## config.mk

```make
export PLATFORM = sky130hd
export DESIGN_NAME = cpu_mem_flat
export DESIGN_NICKNAME = d
export VERILOG_FILES = /design/src/rtl/cpu_mem_if.sv /design/src/rtl/cpu_mem.sv /design/src/flat_wrapper.sv
export SDC_FILE = /design/constraint.sdc
export NUM_CORES = 1
export LEC_CHECK = 0
export CAP_MARGIN = 20
export CORE_MARGIN = 2
export CORE_UTILIZATION = 39
export DETAILED_ROUTE_END_ITERATION = 7
export PLACE_DENSITY_LB_ADDON = 0.15
export SYNTH_ARGS = -nofsm -noshare
export SYNTH_HDL_FRONTEND = slang
export SYNTH_SLANG_ARGS = --single-unit
```

## constraint.sdc

```tcl
create_clock -name clk -period 4.48 [get_ports clk]
set_input_delay 0.896 -clock clk [delete_from_list [all_inputs] [get_ports clk]]
set_output_delay 0.896 -clock clk [all_outputs]
set_load 0.01 [all_outputs]
```

## src/rtl/cpu_mem_if.sv

```systemverilog
// Data-memory bus between the MEM stage (master) and the data memory (slave).
// req/we/addr/be/wdata come from the MEM stage; ack/rdata come back from memory.
interface cpu_mem_if;
  logic        req;
  logic        we;
  logic [31:0] addr;
  logic [3:0]  be;
  logic [31:0] wdata;
  logic        ack;
  logic [31:0] rdata;

  modport master (output req, we, addr, be, wdata, input ack, rdata);
  modport slave  (input req, we, addr, be, wdata, output ack, rdata);
endinterface

```

## src/rtl/cpu_mem.sv

```systemverilog
// MEM pipeline stage: issues loads/stores on the data-memory bus with a req/ack handshake,
// stalls the front end while an access is outstanding and drives the MEM/WB latch.
module cpu_mem #(
  parameter int              TIMEOUT_CYCLES = 255,
  parameter int              CON_W          = 8,
  parameter int              CON_MEM_READ   = 0,
  parameter int              CON_MEM_WRITE  = 1,
  parameter int              CON_MEM_SIZE   = 2,
  parameter int              CON_MEM_SIGN   = 4,
  parameter logic [CON_W-1:0] CON_NOP       = '0
) (
  input  logic             clk,
  input  logic             clr,
  input  logic [31:0]      current_pc_ex,
  input  logic [31:0]      ins_ex,
  input  logic [CON_W-1:0] controls_ex,
  input  logic [31:0]      alu_result,
  input  logic [31:0]      reg_read2_data_ex,
  output logic             stall,
  cpu_mem_if.master        dmem,
  output logic [31:0]      current_pc_mem,
  output logic [31:0]      ins_mem,
  output logic [CON_W-1:0] controls_mem,
  output logic [31:0]      alu_result_mem,
  output logic [31:0]      mem_data_mem,
  output logic             addr_error,
  output logic             bus_error
);

  localparam int CNT_W = $clog2(TIMEOUT_CYCLES + 1);
  localparam logic [CNT_W-1:0] CNT_LAST = CNT_W'(TIMEOUT_CYCLES - 1);

  typedef enum logic {IDLE, ACCESS} state_t;

  state_t           state, state_nxt;
  logic [CNT_W-1:0] cnt, cnt_nxt;

  logic             req_nxt, we_nxt;
  logic [31:0]      addr_nxt, wdata_nxt;
  logic [3:0]       be_nxt;
  logic [31:0]      pc_nxt, ins_nxt, alu_nxt, mdata_nxt;
  logic [CON_W-1:0] con_nxt;
  logic             aerr_nxt, berr_nxt;

  logic             mem_rd, mem_wr, mem_op, mem_sgn, misaligned;
  logic [1:0]       mem_size, a_lo;

  function automatic logic [3:0] lane_be(input logic [1:0] size, input logic [1:0] a);
    case (size)
      2'b00:   lane_be = 4'b0001 << a;
      2'b01:   lane_be = a[1] ? 4'b1100 : 4'b0011;
      default: lane_be = 4'b1111;
    endcase
  endfunction

  function automatic logic [31:0] lane_wdata(input logic [1:0] size, input logic [31:0] d);
    case (size)
      2'b00:   lane_wdata = {4{d[7:0]}};
      2'b01:   lane_wdata = {2{d[15:0]}};
      default: lane_wdata = d;
    endcase
  endfunction

  // Pick the addressed byte/half out of the little-endian word, then sign- or zero-extend.
  function automatic logic [31:0] load_extend(input logic [31:0] rdata, input logic [1:0] a,
                                              input logic [1:0] size, input logic sgn);
    logic [31:0]        shifted;
    logic signed [7:0]  b;
    logic signed [15:0] h;
    shifted = rdata >> {a, 3'b000};
    b = shifted[7:0];
    h = shifted[15:0];
    case (size)
      2'b00:   load_extend = sgn ? 32'(b) : 32'(shifted[7:0]);
      2'b01:   load_extend = sgn ? 32'(h) : 32'(shifted[15:0]);
      default: load_extend = rdata;
    endcase
  endfunction

  assign mem_rd     = controls_ex[CON_MEM_READ];
  assign mem_wr     = controls_ex[CON_MEM_WRITE];
  assign mem_op     = mem_rd | mem_wr;
  assign mem_sgn    = controls_ex[CON_MEM_SIGN];
  assign mem_size   = controls_ex[CON_MEM_SIZE +: 2];
  assign a_lo       = alu_result[1:0];
  assign misaligned = ((mem_size == 2'b01) && a_lo[0]) || (mem_size[1] && (a_lo != 2'b00));

  always_comb begin
    state_nxt = state;
    cnt_nxt   = cnt;
    req_nxt   = dmem.req;
    we_nxt    = dmem.we;
    addr_nxt  = dmem.addr;
    be_nxt    = dmem.be;
    wdata_nxt = dmem.wdata;
    pc_nxt    = current_pc_mem;
    ins_nxt   = ins_mem;
    alu_nxt   = alu_result_mem;
    con_nxt   = controls_mem;
    mdata_nxt = mem_data_mem;
    aerr_nxt  = 1'b0;
    berr_nxt  = 1'b0;
    stall     = 1'b0;

    unique case (state)
      IDLE: begin
        if (!mem_op) begin
          pc_nxt    = current_pc_ex;
          ins_nxt   = ins_ex;
          alu_nxt   = alu_result;
          con_nxt   = controls_ex;
          mdata_nxt = '0;
        end else if (misaligned) begin
          pc_nxt    = current_pc_ex;
          ins_nxt   = ins_ex;
          alu_nxt   = alu_result;
          con_nxt   = CON_NOP;
          mdata_nxt = '0;
          aerr_nxt  = 1'b1;
        end else begin
          stall     = 1'b1;
          req_nxt   = 1'b1;
          we_nxt    = mem_wr;
          addr_nxt  = {alu_result[31:2], 2'b00};
          be_nxt    = lane_be(mem_size, a_lo);
          wdata_nxt = lane_wdata(mem_size, reg_read2_data_ex);
          cnt_nxt   = '0;
          con_nxt   = CON_NOP;
          mdata_nxt = '0;
          state_nxt = ACCESS;
        end
      end
      ACCESS: begin
        // The EX latch is frozen by stall, so its fields still describe the access in flight.
        if (dmem.ack) begin
          pc_nxt    = current_pc_ex;
          ins_nxt   = ins_ex;
          alu_nxt   = alu_result;
          con_nxt   = controls_ex;
          mdata_nxt = mem_rd ? load_extend(dmem.rdata, a_lo, mem_size, mem_sgn) : '0;
          req_nxt   = 1'b0;
          state_nxt = IDLE;
        end else if (cnt == CNT_LAST) begin
          pc_nxt    = current_pc_ex;
          ins_nxt   = ins_ex;
          alu_nxt   = alu_result;
          con_nxt   = CON_NOP;
          mdata_nxt = '0;
          req_nxt   = 1'b0;
          berr_nxt  = 1'b1;
          state_nxt = IDLE;
        end else begin
          stall     = 1'b1;
          cnt_nxt   = cnt + CNT_W'(1);
          con_nxt   = CON_NOP;
        end
      end
      default: state_nxt = IDLE;
    endcase
  end

  // Bus request and MEM/WB latch register stage
  always_ff @(posedge clk) begin
    if (!clr) begin
      state          <= IDLE;
      cnt            <= '0;
      dmem.req       <= 1'b0;
      dmem.we        <= 1'b0;
      dmem.addr      <= '0;
      dmem.be        <= '0;
      dmem.wdata     <= '0;
      current_pc_mem <= '0;
      ins_mem        <= '0;
      alu_result_mem <= '0;
      controls_mem   <= CON_NOP;
      mem_data_mem   <= '0;
      addr_error     <= 1'b0;
      bus_error      <= 1'b0;
    end else begin
      state          <= state_nxt;
      cnt            <= cnt_nxt;
      dmem.req       <= req_nxt;
      dmem.we        <= we_nxt;
      dmem.addr      <= addr_nxt;
      dmem.be        <= be_nxt;
      dmem.wdata     <= wdata_nxt;
      current_pc_mem <= pc_nxt;
      ins_mem        <= ins_nxt;
      alu_result_mem <= alu_nxt;
      controls_mem   <= con_nxt;
      mem_data_mem   <= mdata_nxt;
      addr_error     <= aerr_nxt;
      bus_error      <= berr_nxt;
    end
  end

endmodule

```

## src/flat_wrapper.sv

```systemverilog
// flat-port wrapper written by rule: the top's interface ports become plain ports
module cpu_mem_flat 
#(
  parameter int              TIMEOUT_CYCLES = 255,
  parameter int              CON_W          = 8,
  parameter int              CON_MEM_READ   = 0,
  parameter int              CON_MEM_WRITE  = 1,
  parameter int              CON_MEM_SIZE   = 2,
  parameter int              CON_MEM_SIGN   = 4,
  parameter logic [CON_W-1:0] CON_NOP       = '0
)
  (clk, clr, current_pc_ex, ins_ex, controls_ex, alu_result, reg_read2_data_ex, stall, current_pc_mem, ins_mem, controls_mem, alu_result_mem, mem_data_mem, addr_error, bus_error, dmem_req, dmem_we, dmem_addr, dmem_be, dmem_wdata, dmem_ack, dmem_rdata);
  cpu_mem_if dmem_i ();
  input  logic clk;
  input  logic clr;
  input  logic [31:0] current_pc_ex;
  input  logic [31:0] ins_ex;
  input  logic [CON_W-1:0] controls_ex;
  input  logic [31:0] alu_result;
  input  logic [31:0] reg_read2_data_ex;
  output logic stall;
  output logic [31:0] current_pc_mem;
  output logic [31:0] ins_mem;
  output logic [CON_W-1:0] controls_mem;
  output logic [31:0] alu_result_mem;
  output logic [31:0] mem_data_mem;
  output logic addr_error;
  output logic bus_error;
  output wire logic [$bits(dmem_i.req)-1:0] dmem_req;
  output wire logic [$bits(dmem_i.we)-1:0] dmem_we;
  output wire logic [$bits(dmem_i.addr)-1:0] dmem_addr;
  output wire logic [$bits(dmem_i.be)-1:0] dmem_be;
  output wire logic [$bits(dmem_i.wdata)-1:0] dmem_wdata;
  input wire logic [$bits(dmem_i.ack)-1:0] dmem_ack;
  input wire logic [$bits(dmem_i.rdata)-1:0] dmem_rdata;
  assign dmem_req = dmem_i.req;
  assign dmem_we = dmem_i.we;
  assign dmem_addr = dmem_i.addr;
  assign dmem_be = dmem_i.be;
  assign dmem_wdata = dmem_i.wdata;
  assign dmem_i.ack = dmem_ack;
  assign dmem_i.rdata = dmem_rdata;
  cpu_mem #(.TIMEOUT_CYCLES(TIMEOUT_CYCLES), .CON_W(CON_W), .CON_MEM_READ(CON_MEM_READ), .CON_MEM_WRITE(CON_MEM_WRITE), .CON_MEM_SIZE(CON_MEM_SIZE), .CON_MEM_SIGN(CON_MEM_SIGN), .CON_NOP(CON_NOP)) u_core (.clk(clk), .clr(clr), .current_pc_ex(current_pc_ex), .ins_ex(ins_ex), .controls_ex(controls_ex), .alu_result(alu_result), .reg_read2_data_ex(reg_read2_data_ex), .stall(stall), .dmem(dmem_i), .current_pc_mem(current_pc_mem), .ins_mem(ins_mem), .controls_mem(controls_mem), .alu_result_mem(alu_result_mem), .mem_data_mem(mem_data_mem), .addr_error(addr_error), .bus_error(bus_error));
endmodule
```

==> impl_results.md <==
- GR Util met2: 0.377
- Gr ovfl total: 0
- Hold Path Class: reg -> reg
- Power, Total: 5050 µW
- Drt wl/cell: 17.2 µm
- Core footprint: 0.0224 mm²
- Crit-path cells: clkdlybuf4s50_1, and2b_1, o21ai_1, and2_4, inv_1, clkdlybuf4s50_1
- CTS tree: built
- IO buf count: 377
- Worst-Skew Late Latency: 0.51 ns
- Cells after synthesis: 983
- Die width: 154 µm
- RSZ-0062 raised after global routing: no
- Mapped cell area: 0.00883 mm²
- EDFF count, synth: 0
- Finished Layout Cells: 1622
- Most frequent CP cell: clkdlybuf4s50_1
- Die Footprint: 0.0239 mm²
- Routed Antenna Nets: 0
- Status: finished clean
- Min-delay src: u_core.dmem.addr[13]$_SDFFE_PN0P_
- Detail Placement HPWL: 19.2 mm
- Distinct cells, synth: 52
- Setup bufs post-CTS: 0
- Fin crit period: 3.90 ns
- Final Hold Fails: 0
- DRC: 0
- Ys Warns: 0
- Max-slew violation count: 0
- Fin util: 0.601
- Site Rows: 55
- Layout Skew: 0.0104 ns
- Crit start category: input port
- Data arrival time of the worst path: 3.00 ns
- Mean Syn Cell Area: 8.98 µm²
- Post-Layout Inst Area: 0.0135 mm²
- Die Y-Extent: 154 µm
- Max incr delay on CP: 0.60 ns
- Max transition margin: 0.377
- Syn-to-layout area delta: 52.6%
- Starting Density: 0.394
- F_max: 257 MHz
- P_leak: 0.00547 µW
- Root Buffer Master: clkbuf_16
- Worst r2r src: u_core.cnt[0]$_SDFFE_PN0P_
- 1st-iter DRT viols: 381
- Post-Route WL: 27.9 mm
- Ys flop type: dfxtp_1
- Vias in the first global route: 7976
- Seq/Total Area, Yosys: 0.487
- Nets: 1492
- Worst-Margin Slew: 0.935 ns
- Met3 usage: 0.0779
- Fraction of layout cells with a size suffix above 1: 0.0524
- Max IR drop VDD: 0.000282 V
- Synth Register Bits: 215
- Final setup TNS: 0 ns
- Crit. End Element: primary output
- N_diodes: 0
- Commonest non-fill, non-tap cell in the layout: clkdlybuf4s50_1
- Initial antenna violation count: 0
- I/O Pins: 380
- TritonCTS Buffers: 25
- Part of the cycle the worst path needs: 0.870
- Vias: 8123
- Placed instance area: 0.0126 mm²
- Met1 Use GR: 0.274
- CP max FO: 11
- Clock Path Buffers: 3
- GRT Total Usage: 0.225
- Top Usage Layer GRT: met2
- Req. time, crit path: 3.58 ns
- Most frequent cells in the layout: clkdlybuf4s50_1, nand2_1, dfxtp_1
- Crit path kind: in -> out
- Hold Buf Count CTS: 0
- Global-route wire length before repair: 43.7 mm
- Clk pin slew, worst setup/hold paths: 0.06 ns
- Global placer's final weighted congestion: 0.793
- FFs w/ async S/R, synth: 0
- Final setup violation count: 0
- Multi-input combinational cell area: 0.00407 mm²
- CP startpoint: dmem_ack
- Fill cells: 1986
- H-tree depth: 1
- # clock sinks: 215
- Register area: 0.00430 mm²
- Placed Cells incl. Taps: 1576
- P per Cell Area: 375 mW/mm²
- CP max stage cell: clkdlybuf4s50_1
- Max_cap viols: 0
- Largest net degree at the start of global routing: 116
- Drt first pass iters: 4
- Drt via density: 5.01
- Post-CTS sizing: 0
-- power by group --
part / total (µW) / internal [µW] / switching [µW]
logic: 956 / 516 / 440
clock network: 1970 / 1170 / 802
registers: 2120 / 2050 / 70.9
-- critical path: cells and delay by family --
kind	cells	cell delay, ns
simple gates	2	0.52
compound gates	1	0.42
buf+inv	3	1.15
-- synthesized netlist by cell type (3+ instances only) --
cell	n	share of area
nor3_1	7	0.0040
dfxtp_1	215	0.49
nor2_1	33	0.014
a211oi_1	9	0.0077
nor2b_1	4	0.0028
o21ai_0	13	0.0074
clkbuf_1	37	0.016
buf_1	3	0.0013
nand3_1	3	0.0017
buf_2	18	0.010
mux2i_1	120	0.14
and2_1	13	0.0092
a221o_1	29	0.033
inv_1	8	0.0034
nand2_1	305	0.13
buf_4	17	0.014
o2bb2ai_1	10	0.0099
a21oi_1	52	0.029
a311oi_1	8	0.0079
o211ai_1	16	0.014
and3_1	10	0.0071
o2111ai_1	3	0.0030
buf_6	7	0.0089
-- routing by layer --
metal  up-vias  share of wire
li1       4040              -
met1      3780           0.41
met2       256           0.47
met3        47          0.086
met4         0          0.029
met5         -              0
-- worst paths after layout --
kind | endpoint | slack, ns | cells after the start
max reg2reg | u_core.alu_result_mem[22]$_SDFFE_PN0P_ | 1.89 | 7
min reg2reg | u_core.dmem.addr[13]$_SDFFE_PN0P_ | 0.45 | 2
max | stall | 0.58 | 6
min | u_core.dmem.addr[13]$_SDFFE_PN0P_ | 0.45 | 2
-- sequential cells by signal, indices dropped and copies added, names as in the netlist --
signal / cells
u_core.controls_mem: 8
u_core.ins_mem: 32
u_core.alu_result_mem: 32
u_core.bus_error: 1
u_core.current_pc_mem: 32
u_core.dmem.wdata: 32
u_core.mem_data_mem: 32
u_core.dmem.req: 1
u_core.dmem.be: 4
u_core.dmem.we: 1
u_core.addr_error: 1
u_core.dmem.addr: 30
u_core.cnt: 8
u_core.state: 1
-- through the flow --
stage	worst slack, ns	hold slack (ns)
after global routing	0.443	0.465
after floorplan	1.62	0.471
after detailed placement	0.580	0.444
final	0.583	0.451
after CTS	0.584	0.453
after global placement	0.666	0.437
-- area by class of cell --
class / count / share of cell area
clock buffers: 38 / 0.0567
clock inverters: 7 / 0.00316
inverters: 8 / 0.00223
multi-input cells: 679 / 0.302
flip-flops and latches: 215 / 0.319
well taps: 285 / 0.0265
repair buffers: 390 / 0.290
-- cells by family after synthesis --
group,count (synthesis),share of synthesized area
AOI/OAI and AO/OA,158,0.129
xor gates and xnor gates,2,0.00198
adders and majority gates,2,0.00283
buffers and inverters,90,0.0540
DFF,215,0.487
muxes,122,0.140
other,1,0.000425
and+or+nand+nor,393,0.184
Power figures use the tool's default switching activity.
